--- src/rtl/seg7_monitor.sv ---
// seg7_monitor: debounces an active-low 7-segment pattern, decodes it to a hex
//   digit and reports acceptance, illegal patterns and the direction of change.
// Latency: an acceptance is registered on the STABLE_CYCLES-th consecutive edge
//   that samples the same pattern; every output is a register.
// Backpressure: none. seg7 is sampled on every edge and the pulses are fire-and-forget.
//
// Ports:
//   clk          system clock, rising edge
//   rst          synchronous active-high reset
//   seg7[6:0]    active-low segments, bit 6 = a ... bit 0 = g
//   digit[3:0]   last accepted hex value
//   valid        1-cycle pulse when a new legal digit is accepted
//   illegal      1-cycle pulse when a stable non-hex pattern is accepted
//   dir_up       1-cycle pulse with valid: new = previous + 1 (mod 16)
//   dir_down     1-cycle pulse with valid: new = previous - 1 (mod 16)
//   jump         1-cycle pulse with valid: any other change
//   accept_count saturating count of valid pulses since reset
module seg7_monitor #(
  parameter int unsigned STABLE_CYCLES = 4  // legal range 2..255
) (
  input  logic       clk,
  input  logic       rst,
  input  logic [6:0] seg7,
  output logic [3:0] digit,
  output logic       valid,
  output logic       illegal,
  output logic       dir_up,
  output logic       dir_down,
  output logic       jump,
  output logic [7:0] accept_count
);

  typedef enum logic {
    ST_EMPTY = 1'b0,
    ST_TRACK = 1'b1
  } state_e;

  localparam logic [7:0] SCNT_MAX = 8'(STABLE_CYCLES);
  localparam logic [7:0] SCNT_PRE = 8'(STABLE_CYCLES - 1);
  // All-dark pattern: not in the legal table, so it never matches an accepted one.
  localparam logic [6:0] NO_PATTERN = 7'b1111111;

  state_e     state_q;
  logic [6:0] cand_q;
  logic [7:0] scnt_q;
  logic [6:0] held_q;
  logic [3:0] digit_q;
  logic       valid_q;
  logic       illegal_q;
  logic       up_q;
  logic       down_q;
  logic       jump_q;
  logic [7:0] count_q;

  logic       same_d;
  logic       accept_d;
  logic       legal_d;
  logic [3:0] dec_d;
  logic [3:0] inc_d;
  logic [3:0] dec1_d;
  logic       is_up_d;
  logic       is_down_d;
  logic [7:0] count_d;

  // Decoder for the sixteen legal hex glyphs.
  always_comb begin
    legal_d = 1'b1;
    dec_d   = 4'h0;
    case (seg7)
      7'b0000001: dec_d = 4'h0;
      7'b1001111: dec_d = 4'h1;
      7'b0010010: dec_d = 4'h2;
      7'b0000110: dec_d = 4'h3;
      7'b1001100: dec_d = 4'h4;
      7'b0100100: dec_d = 4'h5;
      7'b0100000: dec_d = 4'h6;
      7'b0001111: dec_d = 4'h7;
      7'b0000000: dec_d = 4'h8;
      7'b0000100: dec_d = 4'h9;
      7'b0001000: dec_d = 4'hA;
      7'b1100000: dec_d = 4'hB;
      7'b0110001: dec_d = 4'hC;
      7'b1000010: dec_d = 4'hD;
      7'b0110000: dec_d = 4'hE;
      7'b0111000: dec_d = 4'hF;
      default:    legal_d = 1'b0;
    endcase
  end

  always_comb begin
    same_d    = (seg7 == cand_q);
    // Fires exactly once per stable run: scnt saturates at the maximum afterwards.
    accept_d  = same_d && (scnt_q == SCNT_PRE);
    inc_d     = digit_q + 4'd1;   // 4-bit arithmetic gives the F->0 / 0->F wrap
    dec1_d    = digit_q - 4'd1;
    is_up_d   = (dec_d == inc_d);
    is_down_d = (dec_d == dec1_d);
    count_d   = (count_q == 8'hFF) ? count_q : count_q + 8'd1;
  end

  always_ff @(posedge clk) begin
    if (rst) begin
      state_q   <= ST_EMPTY;
      cand_q    <= NO_PATTERN;
      scnt_q    <= 8'd0;
      held_q    <= NO_PATTERN;
      digit_q   <= 4'h0;
      valid_q   <= 1'b0;
      illegal_q <= 1'b0;
      up_q      <= 1'b0;
      down_q    <= 1'b0;
      jump_q    <= 1'b0;
      count_q   <= 8'd0;
    end else begin
      valid_q   <= 1'b0;
      illegal_q <= 1'b0;
      up_q      <= 1'b0;
      down_q    <= 1'b0;
      jump_q    <= 1'b0;

      // Stability filter: restart on any change, otherwise count up to the max.
      if (!same_d) begin
        cand_q <= seg7;
        scnt_q <= 8'd1;
      end else if (scnt_q != SCNT_MAX) begin
        scnt_q <= scnt_q + 8'd1;
      end

      if (accept_d) begin
        if (!legal_d) begin
          // Forget the held glyph so the next legal one always reports valid.
          illegal_q <= 1'b1;
          held_q    <= NO_PATTERN;
        end else begin
          case (state_q)
            ST_EMPTY: begin
              state_q <= ST_TRACK;
              digit_q <= dec_d;
              held_q  <= seg7;
              valid_q <= 1'b1;
              count_q <= count_d;
            end
            ST_TRACK: begin
              // Same glyph as the one held: a glitch returned, nothing new.
              if (seg7 != held_q) begin
                digit_q <= dec_d;
                held_q  <= seg7;
                valid_q <= 1'b1;
                up_q    <= is_up_d;
                down_q  <= is_down_d;
                // Same digit after an illegal gap reports valid with no direction.
                jump_q  <= !is_up_d && !is_down_d && (dec_d != digit_q);
                count_q <= count_d;
              end
            end
            default: state_q <= ST_EMPTY;
          endcase
        end
      end
    end
  end

  assign digit        = digit_q;
  assign valid        = valid_q;
  assign illegal      = illegal_q;
  assign dir_up       = up_q;
  assign dir_down     = down_q;
  assign jump         = jump_q;
  assign accept_count = count_q;

endmodule
--- config.mk ---
export PLATFORM = sky130hd
export DESIGN_NAME = seg7_monitor
export DESIGN_NICKNAME = d
export VERILOG_FILES = /design/src/rtl/seg7_monitor.sv
export SDC_FILE = /design/constraint.sdc
export NUM_CORES = 1
export LEC_CHECK = 0
export ABC_AREA = 0
export BUFFER_PORTS_ARGS = -buffer_cell sky130_fd_sc_hd__buf_4
export CAP_MARGIN = 20
export CORE_MARGIN = 1.5
export CORE_UTILIZATION = 50
export CTS_CLUSTER_SIZE = 16
export DETAILED_ROUTE_END_ITERATION = 10
export PLACE_DENSITY = 0.68
export SETUP_SLACK_MARGIN = 0.02
export SLEW_MARGIN = 20
export SYNTH_ARGS = -nofsm -noshare
export SYNTH_HDL_FRONTEND = slang
export SYNTH_SLANG_ARGS = --single-unit
--- constraint.sdc ---
create_clock -name clk -period 3.1 [get_ports clk]
set_clock_uncertainty 0.2 [all_clocks]
set_input_delay 0 -clock clk [delete_from_list [all_inputs] [get_ports clk]]
set_output_delay 0 -clock clk [all_outputs]
set_load 0.01 [all_outputs]
==> impl_results.md, run 1 <==
- Outcome: finished clean
- Crit path buf inv count: 2
- Die Area: 4796 um^2
- Worst hold path class: reg -> reg
- Top_reg_cell synth: dfxtp_1
- DRC viols: 0
- Critical path's largest stage delay: 530 ps
- Largest area contributor in the netlist: dfxtp_1
- GRT met2 Usage: 0.2927
- Post-DP HPWL: 2910 um
- Met1 global-route usage: 0.2734
- Worst rel slew slack: 0.6486
- Chip width: 69.25 um
- Average wire per standard cell: 13.32 um
- Worst setup SP type: input pin
- Setup TNS: 0 ps
- Std cell rows: 23
- Die Y: 69.25 um
- Post-synth ARST share: 0
- Crit path cell chain: dlygate4sd3_1 > buf_4 > or4b_1 > a211o_1 > nand3_1 > xor2_1 > xor2_1 > or4_1 > and4b_1
- Kind of cell adding the most delay to the critical path: simple AND/OR/NAND/NOR gates
- Fmax: 351.8 MHz
- Post-route cell area: 2590 um^2
- Avg Vias per Cell: 5.525
- CTS root buffer: clkbuf_8
- Most used routing layer: met2
- Power per cell area: 375.9 nW/um^2
- Most common cell in the netlist: dfxtp_1
- RSZ-0062 raised after global routing: no
- Worst Hold Path Cells: 1
- Mapped Cells: 245
- Gpl congestion: 0.8071
- Final setup fails: 0
- DR vias: 1,801
- Core Util, Final: 0.6294
- Worst Tran Pin Value: 522.2 ps
- #FFs+latches synth: 40
- # resized after CTS: 0
- ANT nets after route: 0
- Synth warn: 0
- Clk_lat worst skew: 290 ps
- WP data required: 3080 ps
- Setup Buffers After CTS: 0
- Worst VDD drop: 236.6 uV
- Layout area overhead: 18.02%
- I/O pins: 26
- CORE AREA: 4115 um^2
- M3 GR Usage: 0.05233
- WP depth: 9
- Max Slew Vio Count: 0
- Share of post-route cells with drive strength above 1: 0.1739
- CTS Buf Count: 5
- Global-route wire length before repair: 7555 um
- CTS Sinks: 40
- Starting DRT DRC Count: 91
- N_diodes: 0
- CP endpoint kind: register
- LEAKAGE: 0.9646 nW
- H-tree depth: 2
- Sequential area share after synthesis: 0.3649
- Fin. Hold Viols: 0
- CTS Buffer Depth: 2
- Worst R2R Path Depth: 7
- Antenna violations before repair: 0
- Minimum clock period: 2842 ps
- Cts hold-fix bufs: 12
- Fin crit share: 0.9169
- Commonest cells in the netlist: dfxtp_1 (40), nor2_1 (28), xnor2_1 (20)
- Post-synthesis cell area: 2195 um^2
- Grt ovf: 0
- Clock transition at path regs: 70 ps
- EDFF count, synth: 0
- Max-Cap Viols: 0
- Pre-CTS setup slack: 338.4 ps
- Slowest CP cell: dlygate4sd3_1
- Share of the synthesized area in the top cell type: 0.3649
- Initial Utilization: 0.5333
- GRT Util Overall: 0.1937
- CTS tree: done
- Synth top area cells: dfxtp_1 (36%), xnor2_1 (8.0%), xor2_1 (6.8%), nor2_1 (4.8%), o32a_1 (3.2%)
- Initial DRT Pass Iterations: 5
- Crit path top cell by count: xor2_1
- Syn avg cell area: 8.958 um^2
- Synth Net Count: 259
- Placed cell areas: 2380 um^2
- Vias in the first global route: 1,612
- FILL cells: 367
- I/O Buffers: 25
- Worst-path fanout max: 18
- Arrival time at the worst endpoint: 2820 ps
- WL final: 4341 um
- Worst setup margin: 257.7 ps
- Final #Nets: 289
- Count of different cell masters after synthesis: 48
- Setup Crit Path Kind: in -> reg
- Largest net degree at the start of global routing: 33
[worst paths after layout]
path	slack, ps	startpoint	end
worst min register to register	320	held_q[2]$_SDFFE_PP1P_	held_q[2]$_SDFFE_PP1P_
worst min-delay path	320	held_q[2]$_SDFFE_PP1P_	held_q[2]$_SDFFE_PP1P_
worst max register to register	320	scnt_q[4]$_SDFFE_PP0P_	accept_count[3]$_SDFFE_PP0P_
worst max-delay path	260	seg7[0]	jump$_SDFF_PP0_
[per-layer routing]
| metal | vias to the layer above | wire length [um] |
|---|---|---|
| met5 | - | 0 |
| li1 | 927 | - |
| met4 | 0 | 65 |
| met2 | 34 | 2021 |
| met3 | 7 | 162 |
| met1 | 833 | 2092 |
[flip-flops by register name (all words and copies together), names as in the netlist]
name	count
accept_count	8
scnt_q	8
cand_q	7
held_q	7
digit	4
dir_down	1
dir_up	1
illegal	1
jump	1
state_q	1
valid	1
[final cells by class]
class                      instances  area, um^2  area share
inverter                           5       18.77    0.007246
tap                               50       62.56     0.02415
multi-input combinational        186        1310      0.5058
clock buffer                       8       90.09     0.03478
sequential                        40       800.8      0.3092
timing repair buffer              37       307.8      0.1188
[per-stage QoR]
step                      hold WS (ps)  std cells  power [mW]
after global placement           131.3        306      0.6215
final                            319.6        326      0.9735
after floorplan                  2.285        245      0.6007
after global routing             337.9        326       1.011
after CTS                        315.3        326      0.9845
after detailed placement         135.8        306      0.6218
[cells by family (layout without fill, tap and decap cells)]
| logic type | Yosys count | after routing | synth area share |
|---|---|---|---|
| AO/OA/AOI/OAI | 31 | 31 | 0.1066 |
| XOR/XNOR | 37 | 37 | 0.1477 |
| adder cells (fa/ha/maj) | 5 | 5 | 0.02851 |
| buffers and inverters | 19 | 50 | 0.03820 |
| flip-flops | 40 | 40 | 0.3649 |
| multiplexers | 2 | 2 | 0.009122 |
| AND/OR/NAND/NOR | 111 | 111 | 0.3050 |
[cell usage in the layout (no fill, tap or decap), drive strengths merged, types with 3 or more instances in the layout]
| master | n |
|---|---|
| xnor2 | 20 |
| dfxtp | 40 |
| nand4b | 3 |
| clkbuf | 8 |
| nor2b | 3 |
| xor2 | 17 |
| nand2 | 12 |
| buf | 25 |
| o21ai | 5 |
| o32a | 7 |
| a21oi | 6 |
| ha | 5 |
| nor3 | 11 |
| nor2 | 28 |
| or2 | 7 |
| nand3 | 10 |
| or3b | 3 |
| a211oi | 4 |
| nand2b | 4 |
| nand4 | 4 |
| and3 | 4 |
| inv | 5 |
| nor4b | 5 |
| dlygate4sd3 | 12 |
[where the power goes]
group          internal (mW)  switching, mW  leakage (nW)
Combinational         0.0458         0.0546         0.594
Sequential             0.519        0.00303         0.325
Clock                  0.181          0.169        0.0455
Note: power is estimated with default switching activity, not from simulation.
==> inputs of run 2 (changes only) <==
- MAX_ROUTING_LAYER: not set -> met4
- PLACE_DENSITY: 0.68 -> not set
- PLACE_DENSITY_LB_ADDON: not set -> 0.08
==> run 2 against run 1 <==
Compared with the run above: die area did not move; maximum frequency rose by 1.3%; critical path depth is the same; combinational power hardly changed; cell area grew 1.4%; setup slack improved by 36 ps; cell count unchanged; critical endpoint unchanged; largest cell class unchanged; highest routed layer unchanged.
==> impl_results.md, run 2 (synthesis results as in run 1) <==
- Crit path cell chain: dlygate4sd3_1 > buf_4 > or4b_1 > a211o_1 > nand3_1 > xor2_1 > xor2_1 > or4_1 > and4b_1
- Worst rel slew slack: 0.6956 (+0.04694)
- Sequential Power Share: 0.482 (-0.054)
- Worst-path fanout max: 18 (unchanged)
- Average wire per standard cell: 12.98 um (-2.5%)
- CTS tree: done
- Final #Nets: 289 (unchanged)
- Fin crit share: 0.9051 (-0.01177)
- Largest net degree at the start of global routing: 33 (unchanged)
- CORE AREA: 4115 um^2 (unchanged)
- Total Power: 1.083 mW (+11%)
- Clk_lat worst skew: 300 ps (about the same)
- Worst Tran Pin Value: 456.6 ps (-65.59 ps)
- Hold WS: 309.4 ps (-10.18 ps)
- Clock transition at path regs: 80 ps (about the same)
- Die Y: 69.25 um (unchanged)
- Initial DRT Pass Iterations: 4 (-1)
- Power per cell area: 412.5 nW/um^2 (+9.7%)
- Worst setup SP type: input pin
- Starting DRT DRC Count: 58 (-36%)
- Setup Crit Path Kind: in -> reg
- GRT Util Overall: 0.1973 (+0.003607)
- WP data required: 3090 ps (about the same)
- Arrival time at the worst endpoint: 2790 ps (-30 ps)
- WL final: 4232 um (-2.5%)
- Minimum clock period: 2806 ps (-36.48 ps)
- Net Sw Frac: 0.2165 (-0.01680)
- Comb power frac: 0.092 (-0.011)
- Psw: 0.2345 mW (+3.3%)
- Grt ovf: 0 (unchanged)
- Commonest non-fill, non-tap cell in the layout: dfxtp_1
- I/O pins: 26 (unchanged)
- H-tree depth: 2 (unchanged)
- Die Area: 4796 um^2 (unchanged)
- CP endpoint kind: register
- Kind of cell adding the most delay to the critical path: simple AND/OR/NAND/NOR gates
- Critical path's largest stage delay: 530 ps (about the same)
- Gpl congestion: 0.8093 (+0.27%)
- Setup Buffers After CTS: 0 (unchanged)
- Chip width: 69.25 um (unchanged)
- CTS root buffer: clkbuf_8
- Max Slew Vio Count: 0 (unchanged)
- Layout area overhead: 19.67%
- Share of post-route cells with drive strength above 1: 0.1812 (+0.007246)
- Final setup fails: 0 (unchanged)
- N_diodes: 0 (unchanged)
- Internal Power: 0.8488 mW (+14%)
- Outcome: finished clean
- # resized after CTS: 0 (unchanged)
- LEAKAGE: 0.9836 nW (+2.0%)
- Clock share of power: 0.426 (+0.066)
- Std cell rows: 23 (unchanged)
- Global-route wire length before repair: 7465 um (-1.2%)
- I/O Buffers: 25 (unchanged)
- ANT nets after route: 0 (unchanged)
- Max-Cap Viols: 0 (unchanged)
- DR vias: 1,770 (-1.7%)
- Setup TNS: 0 ps (unchanged)
- RSZ-0062 raised after global routing: no
- Fmax: 356.4 MHz (+1.3%)
- Worst hold path class: reg -> reg
- Vias in the first global route: 1,596 (-0.99%)
- Slowest CP cell: dlygate4sd3_1
- Fin. Hold Viols: 0 (unchanged)
- CTS Buf Count: 5 (unchanged)
- Antenna violations before repair: 0 (unchanged)
- Avg Vias per Cell: 5.429 (-1.7%)
- CTS Buffer Depth: 2 (unchanged)
- Most frequent cells in the layout: dfxtp_1 (40), nor2_1 (28), buf_4 (25)
- Post-DP HPWL: 2940 um (+1.0%)
- Crit path top cell by count: xor2_1
- CTS Sinks: 40 (unchanged)
- Worst VDD drop: 246.5 uV (+4.2%)
- Initial Utilization: 0.5333 (unchanged)
- DRC viols: 0 (unchanged)
- Crit path buf inv count: 2 (unchanged)
## run 2: per-layer routing
layer	GRT usage	share of wire	vias up
li1	-	-	925
met1	0.2621	0.49	803
met2	0.2895	0.45	36
met3	0.03924	0.046	6
met4	0.09150	0.015	0
met5	-	0	-
## run 2: through the flow
stage	utilization	setup slack, ps	cells	area, um^2
floorplan	-	608.6	245	2195
global placement	0.5783	369.4	306	2380
detailed placement	0.5783	342.0	306	2380
CTS	0.6382	283.0	326	2626
global route	0.6382	141.6	326	2626
finish	0.6382	294.2	326	2626
## run 2: power groups by stage
stage          clock network [mW]  registers, mW  logic (mW)
6_report                    0.462          0.522      0.0995
5_1_grt                     0.491          0.522       0.111
4_1_cts                     0.474          0.522      0.0995
3_5_place_dp                    0          0.534      0.0874
3_3_place_gp                    0          0.534      0.0876
2_1_floorplan                   0          0.534      0.0672
## run 2: what timing repair did
| item | in CTS | in global routing |
|---|---|---|
| endpoints found under the hold margin | 28 | 0 |
| hold buffers | 12 | 0 |
| endpoints found under the setup margin | 0 | 0 |
## run 2: area by class of cell
class / count / area [um^2]
fill: 359 / 1489
timing repair buffer: 37 / 307.8
clock buffer: 7 / 96.34
sequential: 40 / 800.8
tap: 50 / 62.56
clock inverter: 1 / 30.03
inverter: 5 / 18.77
multi-input combinational: 186 / 1310
## run 2: tightest hold or removal path, stage by stage (launching register included)
cell and delay [ps]:
dfxtp_1 350, nor2_1 60, nor2_1 70
## run 2: path summary, 6_finish.rpt
check	startpoint	end	slack, ps	depth (start not counted)
setup / recovery	seg7[0]	jump$_SDFF_PP0_	290	9
setup reg to reg	scnt_q[4]$_SDFFE_PP0P_	accept_count[3]$_SDFFE_PP0P_	360	7
hold reg to reg	state_q$_SDFFE_PP0P_	state_q$_SDFFE_PP0P_	310	2
hold / removal	state_q$_SDFFE_PP0P_	state_q$_SDFFE_PP0P_	310	2
